## config.mk

```make
export PLATFORM = sky130hd
export DESIGN_NAME = uart_loader_flat
export DESIGN_NICKNAME = d
export VERILOG_FILES = /design/src/rtl/uart_loader_if.sv /design/src/rtl/uart_loader.sv /design/src/flat_wrapper.sv
export SDC_FILE = /design/constraint.sdc
export NUM_CORES = 1
export LEC_CHECK = 0
export ABC_AREA = 1
export BUFFER_PORTS_ARGS = -buffer_cell sky130_fd_sc_hd__buf_2
export CAP_MARGIN = 25
export CORE_MARGIN = 2
export CORE_UTILIZATION = 25
export CTS_CLUSTER_SIZE = 25
export DETAILED_ROUTE_END_ITERATION = 8
export PLACE_DENSITY_LB_ADDON = 0.1
export SETUP_SLACK_MARGIN = 0.5
export SYNTH_ARGS = -nofsm -noshare
export SYNTH_HDL_FRONTEND = slang
export SYNTH_SLANG_ARGS = --single-unit
```

## constraint.sdc

```tcl
create_clock -name clk -period 1.83 [get_ports clk]
set_clock_uncertainty 0.05 [all_clocks]
set_input_delay 0.0915 -clock clk [delete_from_list [all_inputs] [get_ports clk]]
set_output_delay 0.0915 -clock clk [all_outputs]
set_load 0.05 [all_outputs]
```

## src/rtl/uart_loader_if.sv

```systemverilog
// Signal bundle between the frame loader, the UART RX/TX buffers and the target memory write port.
interface uart_loader_if;
  localparam int unsigned AW = 16;
  localparam int unsigned DW = 8;

  logic [AW-1:0] read_ptr;
  logic          read_valid;
  logic [DW-1:0] uart_DO;
  logic          rx_clear;
  logic [DW-1:0] tx_DI;
  logic [AW-1:0] send_ptr;
  logic          tx_clear;
  logic          send_done;
  logic [AW-1:0] mem_addr;
  logic [DW-1:0] mem_wdata;
  logic          mem_we;
  logic          busy;
  logic          frame_ok;
  logic          frame_err;

  modport master (
    output read_ptr, rx_clear, tx_DI, send_ptr, tx_clear,
    output mem_addr, mem_wdata, mem_we, busy, frame_ok, frame_err,
    input  read_valid, uart_DO, send_done
  );

  modport slave (
    input  read_ptr, rx_clear, tx_DI, send_ptr, tx_clear,
    input  mem_addr, mem_wdata, mem_we, busy, frame_ok, frame_err,
    output read_valid, uart_DO, send_done
  );
endinterface

```

## src/rtl/uart_loader.sv

```systemverilog
// Host frame loader: parses SYNC/ADDR/LEN/PAYLOAD/CHK frames from the UART RX buffer,
// streams the payload into a byte-wide memory write port and queues an ACK/NAK reply.
module uart_loader #(
  parameter logic [7:0]  SYNC_BYTE    = 8'h55,
  parameter logic [7:0]  ACK_BYTE     = 8'h06,
  parameter logic [7:0]  NAK_BYTE     = 8'h15,
  parameter int unsigned RD_WAIT      = 2,
  parameter int unsigned TIMEOUT_CLKS = 2147700
) (
  input logic           clk,
  input logic           rst_n,
  uart_loader_if.master bus
);
  localparam int unsigned AW = 16;
  localparam int unsigned DW = 8;
  localparam int unsigned CW = 9;
  localparam int unsigned RW = $clog2(RD_WAIT + 2);
  localparam int unsigned TW = $clog2(TIMEOUT_CLKS + 1);

  typedef enum logic [2:0] {CLEAR, HUNT, HDR, DATA, CHK, RESP} state_t;

  state_t        state;
  logic          pend;
  logic [RW-1:0] rd_cnt;
  logic [TW-1:0] tmo;
  logic [1:0]    hdr_idx;
  logic [AW-1:0] addr;
  logic [CW-1:0] cnt;
  logic [DW-1:0] sum;
  logic [DW-1:0] reply;
  logic          resp_ph;

  logic          fetch_c;
  logic          got_c;
  logic          tmo_on_c;
  logic          tmo_hit_c;
  logic [DW-1:0] byte_c;

  // Byte-fetch qualifiers shared by every read state
  always_comb begin
    fetch_c   = (state == HUNT) || (state == HDR) || (state == DATA) || (state == CHK);
    tmo_on_c  = (state == HDR) || (state == DATA) || (state == CHK);
    got_c     = fetch_c && pend && (rd_cnt == RW'(RD_WAIT));
    tmo_hit_c = tmo_on_c && !got_c && (tmo == TW'(TIMEOUT_CLKS - 1));
    byte_c    = bus.uart_DO;
  end

  always_ff @(posedge clk) begin
    if (!rst_n) begin
      state         <= CLEAR;
      pend          <= 1'b0;
      rd_cnt        <= '0;
      tmo           <= '0;
      hdr_idx       <= '0;
      addr          <= '0;
      cnt           <= '0;
      sum           <= '0;
      reply         <= '0;
      resp_ph       <= 1'b0;
      bus.read_ptr  <= '0;
      bus.rx_clear  <= 1'b0;
      bus.tx_DI     <= '0;
      bus.send_ptr  <= '0;
      bus.tx_clear  <= 1'b0;
      bus.mem_addr  <= '0;
      bus.mem_wdata <= '0;
      bus.mem_we    <= 1'b0;
      bus.busy      <= 1'b0;
      bus.frame_ok  <= 1'b0;
      bus.frame_err <= 1'b0;
    end else begin
      bus.rx_clear  <= 1'b0;
      bus.tx_clear  <= 1'b0;
      bus.mem_we    <= 1'b0;
      bus.frame_ok  <= 1'b0;
      bus.frame_err <= 1'b0;

      // While rx_clear is still out, read_valid reflects the stale buffer fill level
      if (fetch_c) begin
        if (!pend) begin
          if (bus.read_valid && !bus.rx_clear) begin
            pend   <= 1'b1;
            rd_cnt <= RW'(1);
          end
        end else if (!got_c) begin
          rd_cnt <= rd_cnt + RW'(1);
        end else begin
          pend         <= 1'b0;
          rd_cnt       <= '0;
          bus.read_ptr <= bus.read_ptr + AW'(1);
        end
      end

      if (tmo_on_c && !got_c) tmo <= tmo + TW'(1);
      else                    tmo <= '0;

      if (tmo_hit_c) begin
        bus.frame_err <= 1'b1;
        pend          <= 1'b0;
        rd_cnt        <= '0;
        tmo           <= '0;
        state         <= CLEAR;
      end else begin
        case (state)
          CLEAR: begin
            bus.rx_clear <= 1'b1;
            bus.read_ptr <= '0;
            if (bus.send_done && (bus.send_ptr != '0)) begin
              bus.tx_clear <= 1'b1;
              bus.send_ptr <= '0;
            end
            bus.busy <= 1'b0;
            state    <= HUNT;
          end
          HUNT: if (got_c) begin
            bus.busy <= 1'b1;
            hdr_idx  <= '0;
            state    <= (byte_c == SYNC_BYTE) ? HDR : CLEAR;
          end
          HDR: if (got_c) begin
            hdr_idx <= hdr_idx + 2'd1;
            case (hdr_idx)
              2'd0: begin
                addr[15:8] <= byte_c;
                sum        <= byte_c;
              end
              2'd1: begin
                addr[7:0] <= byte_c;
                sum       <= sum + byte_c;
              end
              default: begin
                cnt   <= (byte_c == '0) ? CW'(256) : CW'(byte_c);
                sum   <= sum + byte_c;
                state <= DATA;
              end
            endcase
          end
          DATA: if (got_c) begin
            bus.mem_addr  <= addr;
            bus.mem_wdata <= byte_c;
            bus.mem_we    <= 1'b1;
            addr          <= addr + AW'(1);
            sum           <= sum + byte_c;
            cnt           <= cnt - CW'(1);
            if (cnt == CW'(1)) state <= CHK;
          end
          CHK: if (got_c) begin
            if (DW'(sum + byte_c) == '0) begin
              reply        <= ACK_BYTE;
              bus.frame_ok <= 1'b1;
            end else begin
              reply         <= NAK_BYTE;
              bus.frame_err <= 1'b1;
            end
            resp_ph <= 1'b0;
            state   <= RESP;
          end
          RESP: begin
            // Present the byte first, commit it with the pointer bump one clk later
            if (!resp_ph) begin
              bus.tx_DI <= reply;
              resp_ph   <= 1'b1;
            end else begin
              bus.send_ptr <= bus.send_ptr + AW'(1);
              resp_ph      <= 1'b0;
              state        <= CLEAR;
            end
          end
          default: state <= CLEAR;
        endcase
      end
    end
  end
endmodule

```

## src/flat_wrapper.sv

```systemverilog
// flat-port wrapper written by rule: the top's interface ports become plain ports
module uart_loader_flat 
#(
  parameter logic [7:0]  SYNC_BYTE    = 8'h55,
  parameter logic [7:0]  ACK_BYTE     = 8'h06,
  parameter logic [7:0]  NAK_BYTE     = 8'h15,
  parameter int unsigned RD_WAIT      = 2,
  parameter int unsigned TIMEOUT_CLKS = 2147700
)
  (clk, rst_n, bus_read_ptr, bus_rx_clear, bus_tx_DI, bus_send_ptr, bus_tx_clear, bus_mem_addr, bus_mem_wdata, bus_mem_we, bus_busy, bus_frame_ok, bus_frame_err, bus_read_valid, bus_uart_DO, bus_send_done);
  uart_loader_if bus_i ();
  input logic clk;
  input logic rst_n;
  output wire logic [$bits(bus_i.read_ptr)-1:0] bus_read_ptr;
  output wire logic [$bits(bus_i.rx_clear)-1:0] bus_rx_clear;
  output wire logic [$bits(bus_i.tx_DI)-1:0] bus_tx_DI;
  output wire logic [$bits(bus_i.send_ptr)-1:0] bus_send_ptr;
  output wire logic [$bits(bus_i.tx_clear)-1:0] bus_tx_clear;
  output wire logic [$bits(bus_i.mem_addr)-1:0] bus_mem_addr;
  output wire logic [$bits(bus_i.mem_wdata)-1:0] bus_mem_wdata;
  output wire logic [$bits(bus_i.mem_we)-1:0] bus_mem_we;
  output wire logic [$bits(bus_i.busy)-1:0] bus_busy;
  output wire logic [$bits(bus_i.frame_ok)-1:0] bus_frame_ok;
  output wire logic [$bits(bus_i.frame_err)-1:0] bus_frame_err;
  input wire logic [$bits(bus_i.read_valid)-1:0] bus_read_valid;
  input wire logic [$bits(bus_i.uart_DO)-1:0] bus_uart_DO;
  input wire logic [$bits(bus_i.send_done)-1:0] bus_send_done;
  assign bus_read_ptr = bus_i.read_ptr;
  assign bus_rx_clear = bus_i.rx_clear;
  assign bus_tx_DI = bus_i.tx_DI;
  assign bus_send_ptr = bus_i.send_ptr;
  assign bus_tx_clear = bus_i.tx_clear;
  assign bus_mem_addr = bus_i.mem_addr;
  assign bus_mem_wdata = bus_i.mem_wdata;
  assign bus_mem_we = bus_i.mem_we;
  assign bus_busy = bus_i.busy;
  assign bus_frame_ok = bus_i.frame_ok;
  assign bus_frame_err = bus_i.frame_err;
  assign bus_i.read_valid = bus_read_valid;
  assign bus_i.uart_DO = bus_uart_DO;
  assign bus_i.send_done = bus_send_done;
  uart_loader #(.SYNC_BYTE(SYNC_BYTE), .ACK_BYTE(ACK_BYTE), .NAK_BYTE(NAK_BYTE), .RD_WAIT(RD_WAIT), .TIMEOUT_CLKS(TIMEOUT_CLKS)) u_core (.clk(clk), .rst_n(rst_n), .bus(bus_i));
endmodule
```

==> results of run 1 <==
## sequential cells by signal (all words and copies together), names as in the netlist, 3 cells and up
| name | cells |
|---|---|
| u_core.tmo | 22 |
| u_core.addr | 16 |
| u_core.bus.mem_addr | 16 |
| u_core.bus.read_ptr | 16 |
| u_core.bus.send_ptr | 16 |
| u_core.cnt | 9 |
| u_core.bus.mem_wdata | 8 |
| u_core.sum | 8 |
| u_core.bus.tx_DI | 3 |
| u_core.reply | 3 |
| u_core.state | 3 |
## cells by family (layout without fill, tap and decap cells)
| family | count (synthesis) | in the layout | share of synthesized area, % |
|---|---|---|---|
| DFF | 132 | 132 | 38.6 |
| other | 1 | 4 | 0.0548 |
| AOI/OAI and AO/OA | 171 | 171 | 13.0 |
| and+or+nand+nor | 470 | 472 | 29.3 |
| buffers and inverters | 155 | 386 | 9.27 |
| adders and majority gates | 17 | 17 | 3.22 |
| xor gates and xnor gates | 51 | 51 | 6.53 |
## critical path, stage by stage, from the launching register on
cell and delay [ps]:
sky130_fd_sc_hd__dfxtp_2 330, sky130_fd_sc_hd__ha_4 160, sky130_fd_sc_hd__fa_2 370, sky130_fd_sc_hd__nor2_2 130
sky130_fd_sc_hd__nor2_2 50, sky130_fd_sc_hd__nor2_1 90, sky130_fd_sc_hd__nand3_1 90, sky130_fd_sc_hd__nor2_2 90
sky130_fd_sc_hd__and2_1 130, sky130_fd_sc_hd__nand4_1 100, sky130_fd_sc_hd__nand2_1 80, sky130_fd_sc_hd__inv_1 30
## per-layer routing
metal	part of all wire, %	vias to the layer above	routed length [microns]
met4	1.6	0	369
met2	49	124	11400
met5	0	-	0
met3	3.6	22	846
met1	46	3416	10900
li1	-	3684	-
## timing repair
item,CTS,global route
pin swaps,92,67
cloned,15,1
setup buffers,81,13
endpoints found under the hold margin,4,0
endpoints found under the setup margin,131,135
hold buffers,3,0
gates resized for setup,220,174
## per-stage QoR
step	hold WS, ps	TNS (ps)	cells
floorplan	162	0	1000
global placement	362	0	1429
detailed placement	362	0	1429
CTS	4.35	0	1560
global route	19.1	-398	1574
finish	17.1	0	1574
## path summary, 6_finish.rpt
kind                           from                 endpoint  slack [ps]
hold / removal       bus_uart_DO[5]  u_core.bus.mem_wdata[5]          20
setup reg to reg      u_core.sum[0]          u_core.reply[0]          40
setup / recovery      u_core.sum[0]          u_core.reply[0]          40
hold reg to reg   u_core.hdr_idx[1]        u_core.hdr_idx[1]         420
## report_power, final
part	leakage (uW)	switching, uW	total (uW)	internal [uW]
combinational	0.00317	1970	3340	1370
sequential	0.00109	183	3230	3050
clock	0.000289	1590	3420	1830
total	0.00456	3740	9990	6250
## layout by cell type, fill, tap and decap left out, drive strengths merged
master,n
clkbuf,21
nand3b,3
and2,1
o211ai,4
buf,224
nand4,20
o31ai,1
dfxtp,132
o21ai,78
dlygate4sd3,3
nor3,26
conb,4
nor4,2
ha,16
a211oi,2
or2,3
clkinvlp,1
nor3b,2
clkinv,5
nor2,160
a21oi,78
a31oi,7
xnor2,8
and3,1
inv,132
xor2,43
fa,1
o2111ai,1
nand2,195
nand3,59
## layout make-up
class / count / area, sq um
clock inverters: 15 / 156
flip-flops and latches: 132 / 2740
repair buffers: 231 / 2100
fillers: 2667 / 15500
repair inverters: 2 / 23.8
well taps: 341 / 427
multi-input cells: 715 / 5030
inverters: 121 / 522
clock buffers: 17 / 425
==> metrics.yaml, run 1 <==
detailed_routing:
  antenna_violating_nets_post_route: 0
  detailedRoute.firstIterationViolations: 312
  routed-via-count: 7246
  drt-vias-per-instance: 4.60
  drt_first_pass_iters: 4
  drt_wl_total_mm: 23.5
  route.detailed.drc: 0
  routedWlPerCell_microns: 14.9
worst_setup_path:
  critical_path_arrival_ps: 2070
  startpoint_type: "register"
  rr_worst_depth: 11
  worstSetupEndpointType: "register"
  required_time_at_the_endpoint_of_the_critical_path_ps: 2100
  setup.worst_path.class: "reg -> reg"
  critical_path.max_fanout: 4
synth:
  synth_common_cells: "sky130_fd_sc_hd__nand2_1, sky130_fd_sc_hd__nor2_1, sky130_fd_sc_hd__dfxtp_1"
  synthesis.area_sq_um: 6850
  synth_flop_type: "sky130_fd_sc_hd__dfxtp_1"
  synthArstFlopShare_pct: 0
  area_leader_netlist: "sky130_fd_sc_hd__dfxtp_1"
  synth_enable_flop_cells: 0
  synthesis.yosys.warnings: 0
  synthTopCellsByArea: "sky130_fd_sc_hd__dfxtp_1, sky130_fd_sc_hd__nand2_1, sky130_fd_sc_hd__nor2_1, sky130_fd_sc_hd__inv_1, sky130_fd_sc_hd__a21oi_1"
  synth_top_cell_area_share_pct: 38.6
  post_synth_num_cell_types: 39
  synth_seq_cells: 132
  ys_seq_area_share_pct: 38.6
  synth_area_per_cell_sq_um: 6.87
  synth_most_common_cell: "sky130_fd_sc_hd__nand2_1"
  syn-instance-count: 997
global_route:
  remaining_global_route_overflow: 0
  busiest_layer: "met2"
  grt_use_met3_pct: 3.33
  global_route.usage.total_pct: 16.5
  globalRouteMet2Util_pct: 27.9
  first_pass_grt_wire_length_mm: 37.7
  pin_count_of_the_biggest_net_entering_global_routing: 49
  grt_pass1_vias: 7181
  antenna_found_initial: 0
  grt_use_met1_pct: 21.4
pwr:
  ir_worst_vdd_uv: 557
  static-leakage-power_uw: 0.00456
  totalPowerFinal_uw: 9990
  power.density_nw_per_um2: 874
floorplan:
  die_w_microns: 169
  rows: 60
  die_area_sq_um: 28700
  initial_utilization_pct: 25.4
  die-height_microns: 169
  design.portCount: 82
  core_area_sq_um: 27000
clocking:
  path_clk_slew_ps: 70
  numCtsBuffers: 17
  cts_num_sinks: 132
  cts_tree: "yes"
  cts_max_level: 4
  cts_root_buffer: "sky130_fd_sc_hd__clkbuf_16"
  clk_latency_ps: 430
  cts-root-to-sink-buffers: 2
flow_run:
  drv.max_cap_violation_count: 0
hold_path:
  worst_hold_path_type: "in -> reg"
  whs_path_depth: 3
placement:
  port-buffer-count: 77
  final_hpwl_from_detailed_placement_mm: 14.5
  detailed_place.area_sq_um: 8280
  gp_congestion: 0.796
  dp_slack_ps: 20.0
timing:
  fmaxAchievable_mhz: 557
  period_minus_slack_ps: 1790
  hold_viol_final: 0
  rsz0062_at_grt: "yes"
  setup_viol: 0
  setup_ws_ps: 35.3
  pins_over_slew_limit: 0
  final.period_utilization_pct: 98.1
final_layout:
  final_nets: 1249
  final_area_sq_um: 11400
  proportion_of_layout_cells_with_a_drive_suffix_above_1_pct: 47.8
  utilization_pct: 42.4
  insertedDiodeCount: 0
  areaGrowthSynthToFinish_pct: 66.9
status:
  status: "finished, final reports clean"
Note: power is estimated with default switching activity, not from simulation.
==> run 2: changes to the inputs <==
CORE_MARGIN = default   (was 2)
==> run 2 against run 1 <==
Effect of this change:
- cell count decreased by 0.38%
- flip-flop and latch count unchanged
- count of clock-buffer cells in the layout increased by 3
- maximum frequency decreased by 1.7%
==> metrics.yaml, run 2 (synthesis results as in run 1) <==
worst_setup_path:
  critical_path.max_fanout: 4  # unchanged
  worstSetupEndpointType: "register"
  timing.critical_path.cells: "ha_4, fa_2, nor2_1, nor2_1, nor2_1, nand3_1, nor2_2, and2_4, nand4_1, nand2_1, inv_1"
  required_time_at_the_endpoint_of_the_critical_path_ps: 2100  # about the same
  worst_path_largest_cell_delay_ps: 370  # about the same
  critical-path-top-cell-by-count: "sky130_fd_sc_hd__nor2_1"
  slowest_stage: "sky130_fd_sc_hd__fa_2"
  startpoint: "u_core.sum[0]"
  critical_path_arrival_ps: 2100  # +30 ps
  startpoint_type: "register"
  setup.worst_path.class: "reg -> reg"
  rr_startpoint: "u_core.sum[0]"
hold_path:
  worst_hold_path_type: "in -> reg"
  hp-start: "bus_send_done"
flow_run:
  drv.max_cap_violation_count: 0  # unchanged
global_route:
  pin_count_of_the_biggest_net_entering_global_routing: 57  # +16%
  remaining_global_route_overflow: 0  # unchanged
  first_pass_grt_wire_length_mm: 37.8  # +0.29%
  global_route.usage.total_pct: 17.1  # +0.57 points
  grt_pass1_vias: 7064  # -1.6%
  antenna_found_initial: 0  # unchanged
floorplan:
  rows: 60  # unchanged
  design.portCount: 82  # unchanged
  initial_utilization_pct: 25.5  # +0.071 points
  core_area_sq_um: 26900  # -0.28%
  die_w_microns: 167  # -1.2%
  die_area_sq_um: 28000  # -2.3%
  die-height_microns: 167  # -1.2%
final_layout:
  proportion_of_layout_cells_with_a_drive_suffix_above_1_pct: 47.8  # about the same
  largest_reg_by_ff_count: "u_core.tmo"
  areaGrowthSynthToFinish_pct: 65.8
  layout_commonest_cell: "sky130_fd_sc_hd__nand2_1"
  multiInputGateArea_sq_um: 4970  # -1.2%
  insertedDiodeCount: 0  # unchanged
  final_cell_mix: "sky130_fd_sc_hd__nand2_1, sky130_fd_sc_hd__nor2_1, sky130_fd_sc_hd__inv_1"
  regArea_sq_um: 2740  # -0.14%
  largest_register_ffs: 22  # unchanged
  final_nets: 1243  # -0.48%
  num-fill-cells: 2684  # +0.64%
clocking:
  cts_num_sinks: 132  # unchanged
  clk_latency_ps: 420  # about the same
  path_clk_slew_ps: 60  # about the same
  cts_max_level: 4  # unchanged
  cts-root-to-sink-buffers: 2  # unchanged
  numCtsBuffers: 17  # unchanged
  cts_root_buffer: "sky130_fd_sc_hd__clkbuf_16"
  cts_tree: "yes"
timing:
  hold_viol_final: 0  # unchanged
  pins_over_slew_limit: 0  # unchanged
  final.period_utilization_pct: 99.8  # +1.7 points
  timing.max_slew.rel_slack_pct: 63.1
  worst-slew-pin-transition_ps: 552
  setup_viol: 0  # unchanged
  fmaxAchievable_mhz: 548  # -1.7%
  period_minus_slack_ps: 1830  # +31.0 ps
  rsz0062_at_grt: "yes"
  tns_ps: 0  # unchanged
placement:
  port-buffer-count: 77  # unchanged
  final_hpwl_from_detailed_placement_mm: 14.5  # about the same
  gp_congestion: 0.804  # +0.90%
detailed_routing:
  detailedRoute.firstIterationViolations: 293  # -6.1%
  drt-vias-per-instance: 4.62  # +0.26%
  drt_first_pass_iters: 5  # +1
  routedWlPerCell_microns: 15.1  # +1.2%
  drt_wl_total_mm: 23.7  # +0.84%
  antenna_violating_nets_post_route: 0  # unchanged
  routed-via-count: 7237  # -0.12%
  route.detailed.drc: 0  # unchanged
pwr:
  ir_worst_vdd_uv: 425  # -24%
  power.density_nw_per_um2: 892  # +2.0%
  totalPowerFinal_uw: 10100  # +1.4%
  static-leakage-power_uw: 0.00469  # +2.9%
status:
  status: "finished, final reports clean"
[run 2: cell types whose count changed in the layout (fill, tap and decap cells not counted), sizes merged]
cell and change:
inv -6, buf -5, bufinv +2, clkinvlp +2, bufbuf +1
[run 2: metrics by stage]
stage,std cells,hold slack (ps),util (%),worst slack (ps),area [sq um]
after floorplan,1000,162,-,143,7330
after CTS,1547,19.2,40.1,-0.257,10800
after global routing,1568,32.3,42.2,-126,11400
after detailed placement,1427,355,30.8,8.96,8270
after global placement,1427,361,30.8,23.1,8270
final,1568,33.9,42.2,4.24,11400
[run 2: worst max-delay path: cells and delay by family (launching register included)]
kind / cells / cell delay (ps)
adders and majority gates: 2 / 530
DFF: 1 / 330
and+or+nand+nor: 8 / 780
buffers and inverters: 1 / 30
[run 2: layer usage]
layer	track usage (%)	up-vias	wire, microns
li1	-	3678	-
met4	5.11	0	336
met2	28.9	110	11500
met1	22.0	3429	11200
met3	3.17	20	675
met5	0	-	0
[run 2: cell type report]
class	instances	area share (%)
Timing Repair inverter	3	0.353
Tap cell	341	3.76
Timing Repair Buffer	224	18.0
Inverter	121	4.64
Clock inverter	12	1.26
Sequential cell	132	24.1
Multi-Input combinational cell	715	43.8
Clock buffer	20	4.03
[run 2: final timing paths]
path	slack [ps]	depth (start not counted)	end
setup / recovery	4	11	u_core.reply[0]
hold reg to reg	410	2	u_core.bus.busy
hold / removal	30	4	u_core.bus.tx_clear
setup reg to reg	4	11	u_core.reply[0]
[run 2: power breakdown]
part / switching, uW / internal [uW] / total (uW)
Clock: 1440 / 2110 / 3550
Combinational: 1980 / 1370 / 3350
Sequential: 185 / 3050 / 3230
[run 2: timing repair]
item	in CTS	in global routing
buffers inserted	66	21
endpoints found under the setup margin	128	130
cloned	19	0
pin swaps	92	66
hold endpoints to repair	4	0
hold buffers	3	0
gates resized for setup	279	105
==> run 3: changes to the inputs <==
CTS_BUF_LIST = sky130_fd_sc_hd__clkbuf_4   (was default)
==> run 3 against run 2 <==
Effect of this change:
- core utilization grew 2.7 points
- cell area rose by 6.4%
- die area stayed put
- sequential share of layout area decreased by 0.69 points
- combinational power increased by 6.9%
- non-clock buffer count increased by 38
- global-route usage is essentially flat
- hold slack better by 61 ps
- sequential power barely moved
- routed wire length increased by 0.91%
- clock power fell by 36%
- critical path type unchanged
==> metrics.yaml, run 3 (synthesis results as in run 1) <==
timing:
  rsz0062_at_grt: "yes"
  pins_over_slew_limit: 0  # unchanged
  final.period_utilization_pct: 99.5  # -0.26 points
  timing.max_slew.rel_slack_pct: 62.4  # -0.73 points
  holdWs_ps: 95.3  # +61.4 ps
  hold_viol_final: 0  # unchanged
  worst-slew-pin-transition_ps: 563  # +11.0 ps
  fmaxAchievable_mhz: 549  # +0.26%
  period_minus_slack_ps: 1820  # -4.78 ps
  setup_viol: 0  # unchanged
worst_setup_path:
  required_time_at_the_endpoint_of_the_critical_path_ps: 2260  # +160 ps
  setup.worst_path.class: "reg -> reg"
  startpoint_type: "register"
  rr_worst_depth: 11  # unchanged
  crit-reg2reg-capture: "u_core.reply[0]"
  startpoint: "u_core.sum[0]"
  timing.reg2reg.setup_slack_ps: 9  # about the same
  worst_setup_path_endpoint: "u_core.reply[0]"
  worstSetupEndpointType: "register"
  critical_path.max_fanout: 2  # -2
  rr_startpoint: "u_core.sum[0]"
  critical_path_arrival_ps: 2250  # +150 ps
detailed_routing:
  drt_wl_total_mm: 23.9  # +0.91%
  route.detailed.drc: 0  # unchanged
  antenna_violating_nets_post_route: 0  # unchanged
  drt_first_pass_iters: 4  # -1
  drt-vias-per-instance: 4.60  # -0.23%
  routedWlPerCell_microns: 14.9  # -1.5%
  routed-via-count: 7395  # +2.2%
  detailedRoute.firstIterationViolations: 273  # -6.8%
placement:
  final_hpwl_from_detailed_placement_mm: 14.5  # unchanged
  detailed_place.area_sq_um: 8270  # unchanged
  port-buffer-count: 77  # unchanged
  gp_congestion: 0.804  # unchanged
clocking:
  cts_root_buffer: "sky130_fd_sc_hd__clkbuf_4"
  cts_num_sinks: 132  # unchanged
  path_clk_slew_ps: 130  # +70 ps
  cts_tree: "yes"
  clk_latency_ps: 570  # +150 ps
  cts-root-to-sink-buffers: 2  # unchanged
  numCtsBuffers: 17  # unchanged
  cts_max_level: 4  # unchanged
final_layout:
  final_cell_mix: "sky130_fd_sc_hd__nand2_1, sky130_fd_sc_hd__nor2_1, sky130_fd_sc_hd__inv_1"
  regArea_sq_um: 2830  # +3.3%
  areaGrowthSynthToFinish_pct: 76.4
  largest_register_ffs: 22  # unchanged
  proportion_of_layout_cells_with_a_drive_suffix_above_1_pct: 49.7  # +1.9 points
  largest_reg_by_ff_count: "u_core.tmo"
  multiInputGateArea_sq_um: 4940  # -0.55%
  num-fill-cells: 2628  # -2.1%
  final_nets: 1280  # +3.0%
  final_area_sq_um: 12100  # +6.4%
  layout_commonest_cell: "sky130_fd_sc_hd__nand2_1"
status:
  status: "finished, final reports clean"
pwr:
  power.density_nw_per_um2: 749  # -16%
  static-leakage-power_uw: 0.00473  # +0.89%
  ir_worst_vdd_uv: 411  # -3.4%
floorplan:
  die_area_sq_um: 28000  # unchanged
  die-height_microns: 167  # unchanged
  core_area_sq_um: 26900  # unchanged
  initial_utilization_pct: 25.5  # unchanged
  die_w_microns: 167  # unchanged
  rows: 60  # unchanged
  design.portCount: 82  # unchanged
global_route:
  grt_pass1_vias: 7175  # +1.6%
  pin_count_of_the_biggest_net_entering_global_routing: 57  # unchanged
  first_pass_grt_wire_length_mm: 37.8  # about the same
  antenna_found_initial: 1  # +1
  remaining_global_route_overflow: 0  # unchanged
  global_route.usage.total_pct: 17.1  # about the same
flow_run:
  drv.max_cap_violation_count: 0  # unchanged
hold_path:
  worst_hold_path_type: "in -> reg"
==> run 3: cell count changes in the layout (fill, tap and decap cells not counted), moves of 14 or more <==
cell,before,now
sky130_fd_sc_hd__buf_2,74,12
sky130_fd_sc_hd__buf_6,37,84
sky130_fd_sc_hd__dfxtp_1,89,54
sky130_fd_sc_hd__buf_8,3,27
sky130_fd_sc_hd__a21oi_2,52,32
sky130_fd_sc_hd__a21oi_1,26,45
sky130_fd_sc_hd__dfxtp_4,17,36
sky130_fd_sc_hd__nand2_1,131,150
sky130_fd_sc_hd__clkbuf_4,1,19
sky130_fd_sc_hd__clkbuf_16,18,1
sky130_fd_sc_hd__dfxtp_2,26,42
sky130_fd_sc_hd__nand2_4,33,19
==> run 3: worst max-delay path, cell delays in order (launching register included) <==
cell and delay (ps):
sky130_fd_sc_hd__dfxtp_2 360, sky130_fd_sc_hd__ha_4 130, sky130_fd_sc_hd__fa_2 430, sky130_fd_sc_hd__inv_2 70
sky130_fd_sc_hd__nand2_1 60, sky130_fd_sc_hd__nor2_1 110, sky130_fd_sc_hd__nand3_1 90, sky130_fd_sc_hd__nor2_2 100
sky130_fd_sc_hd__and2_4 140, sky130_fd_sc_hd__nand4_1 90, sky130_fd_sc_hd__nand2_1 80, sky130_fd_sc_hd__inv_1 30
==> run 3: how the worst min path moves through the flow <==
stage | endpoint | slack (ps) | cells after the start | start
after global placement | u_core.bus.tx_clear | 360 | 3 | bus_send_done
after floorplan | u_core.bus.mem_wdata[3] | 160 | 2 | bus_uart_DO[3]
after CTS | u_core.sum[6] | 40 | 7 | bus_uart_DO[5]
after global routing | u_core.sum[6] | 100 | 7 | bus_uart_DO[5]
after detailed placement | u_core.bus.tx_clear | 360 | 3 | bus_send_done
final | u_core.sum[6] | 100 | 7 | bus_uart_DO[5]
==> run 3: what timing repair did <==
action / in CTS / in global routing
endpoints found under the setup margin: 194 / 182
gates resized for setup: 363 / 225
hold buffers: 12 / 0
endpoints found under the hold margin: 54 / 0
pin swaps: 64 / 76
buffers inserted: 70 / 45
gates cloned: 18 / 1
==> run 3: power by group <==
part	total, uW	internal (uW)	switching [uW]
clock network	2260	1000	1260
logic	3580	1570	2010
registers	3200	3020	186
==> run 3: per-stage QoR <==
step / instances / util [%] / power, uW / setup TNS [ps] / setup slack [ps]
4_1_cts: 1559 / 40.3 / 8510 / 0 / 0.128
2_1_floorplan: 1000 / - / 4760 / 0 / 143
6_report: 1606 / 44.9 / 9040 / 0 / 9.03
3_3_place_gp: 1427 / 30.8 / 5300 / 0 / 23.1
5_1_grt: 1606 / 44.9 / 9600 / -400 / -120
3_5_place_dp: 1427 / 30.8 / 5290 / 0 / 8.96
==> run 3: area by class of cell <==
type,instances,area share (%)
multi-input cells,715,40.9
repair buffers,262,24.8
flip-flops and latches,132,23.4
inverters,121,4.44
well taps,341,3.53
clock inverters,13,1.43
clock buffers,19,1.18
repair inverters,2,0.197
diodes,1,0.0207
==> run 3: routing by layer <==
| layer | part of all wire [%] | track usage [%] |
|---|---|---|
| met3 | 2.7 | 2.88 |
| met5 | 0 | 0 |
| met2 | 49 | 29.4 |
| met4 | 1.3 | 5.58 |
| met1 | 47 | 21.6 |
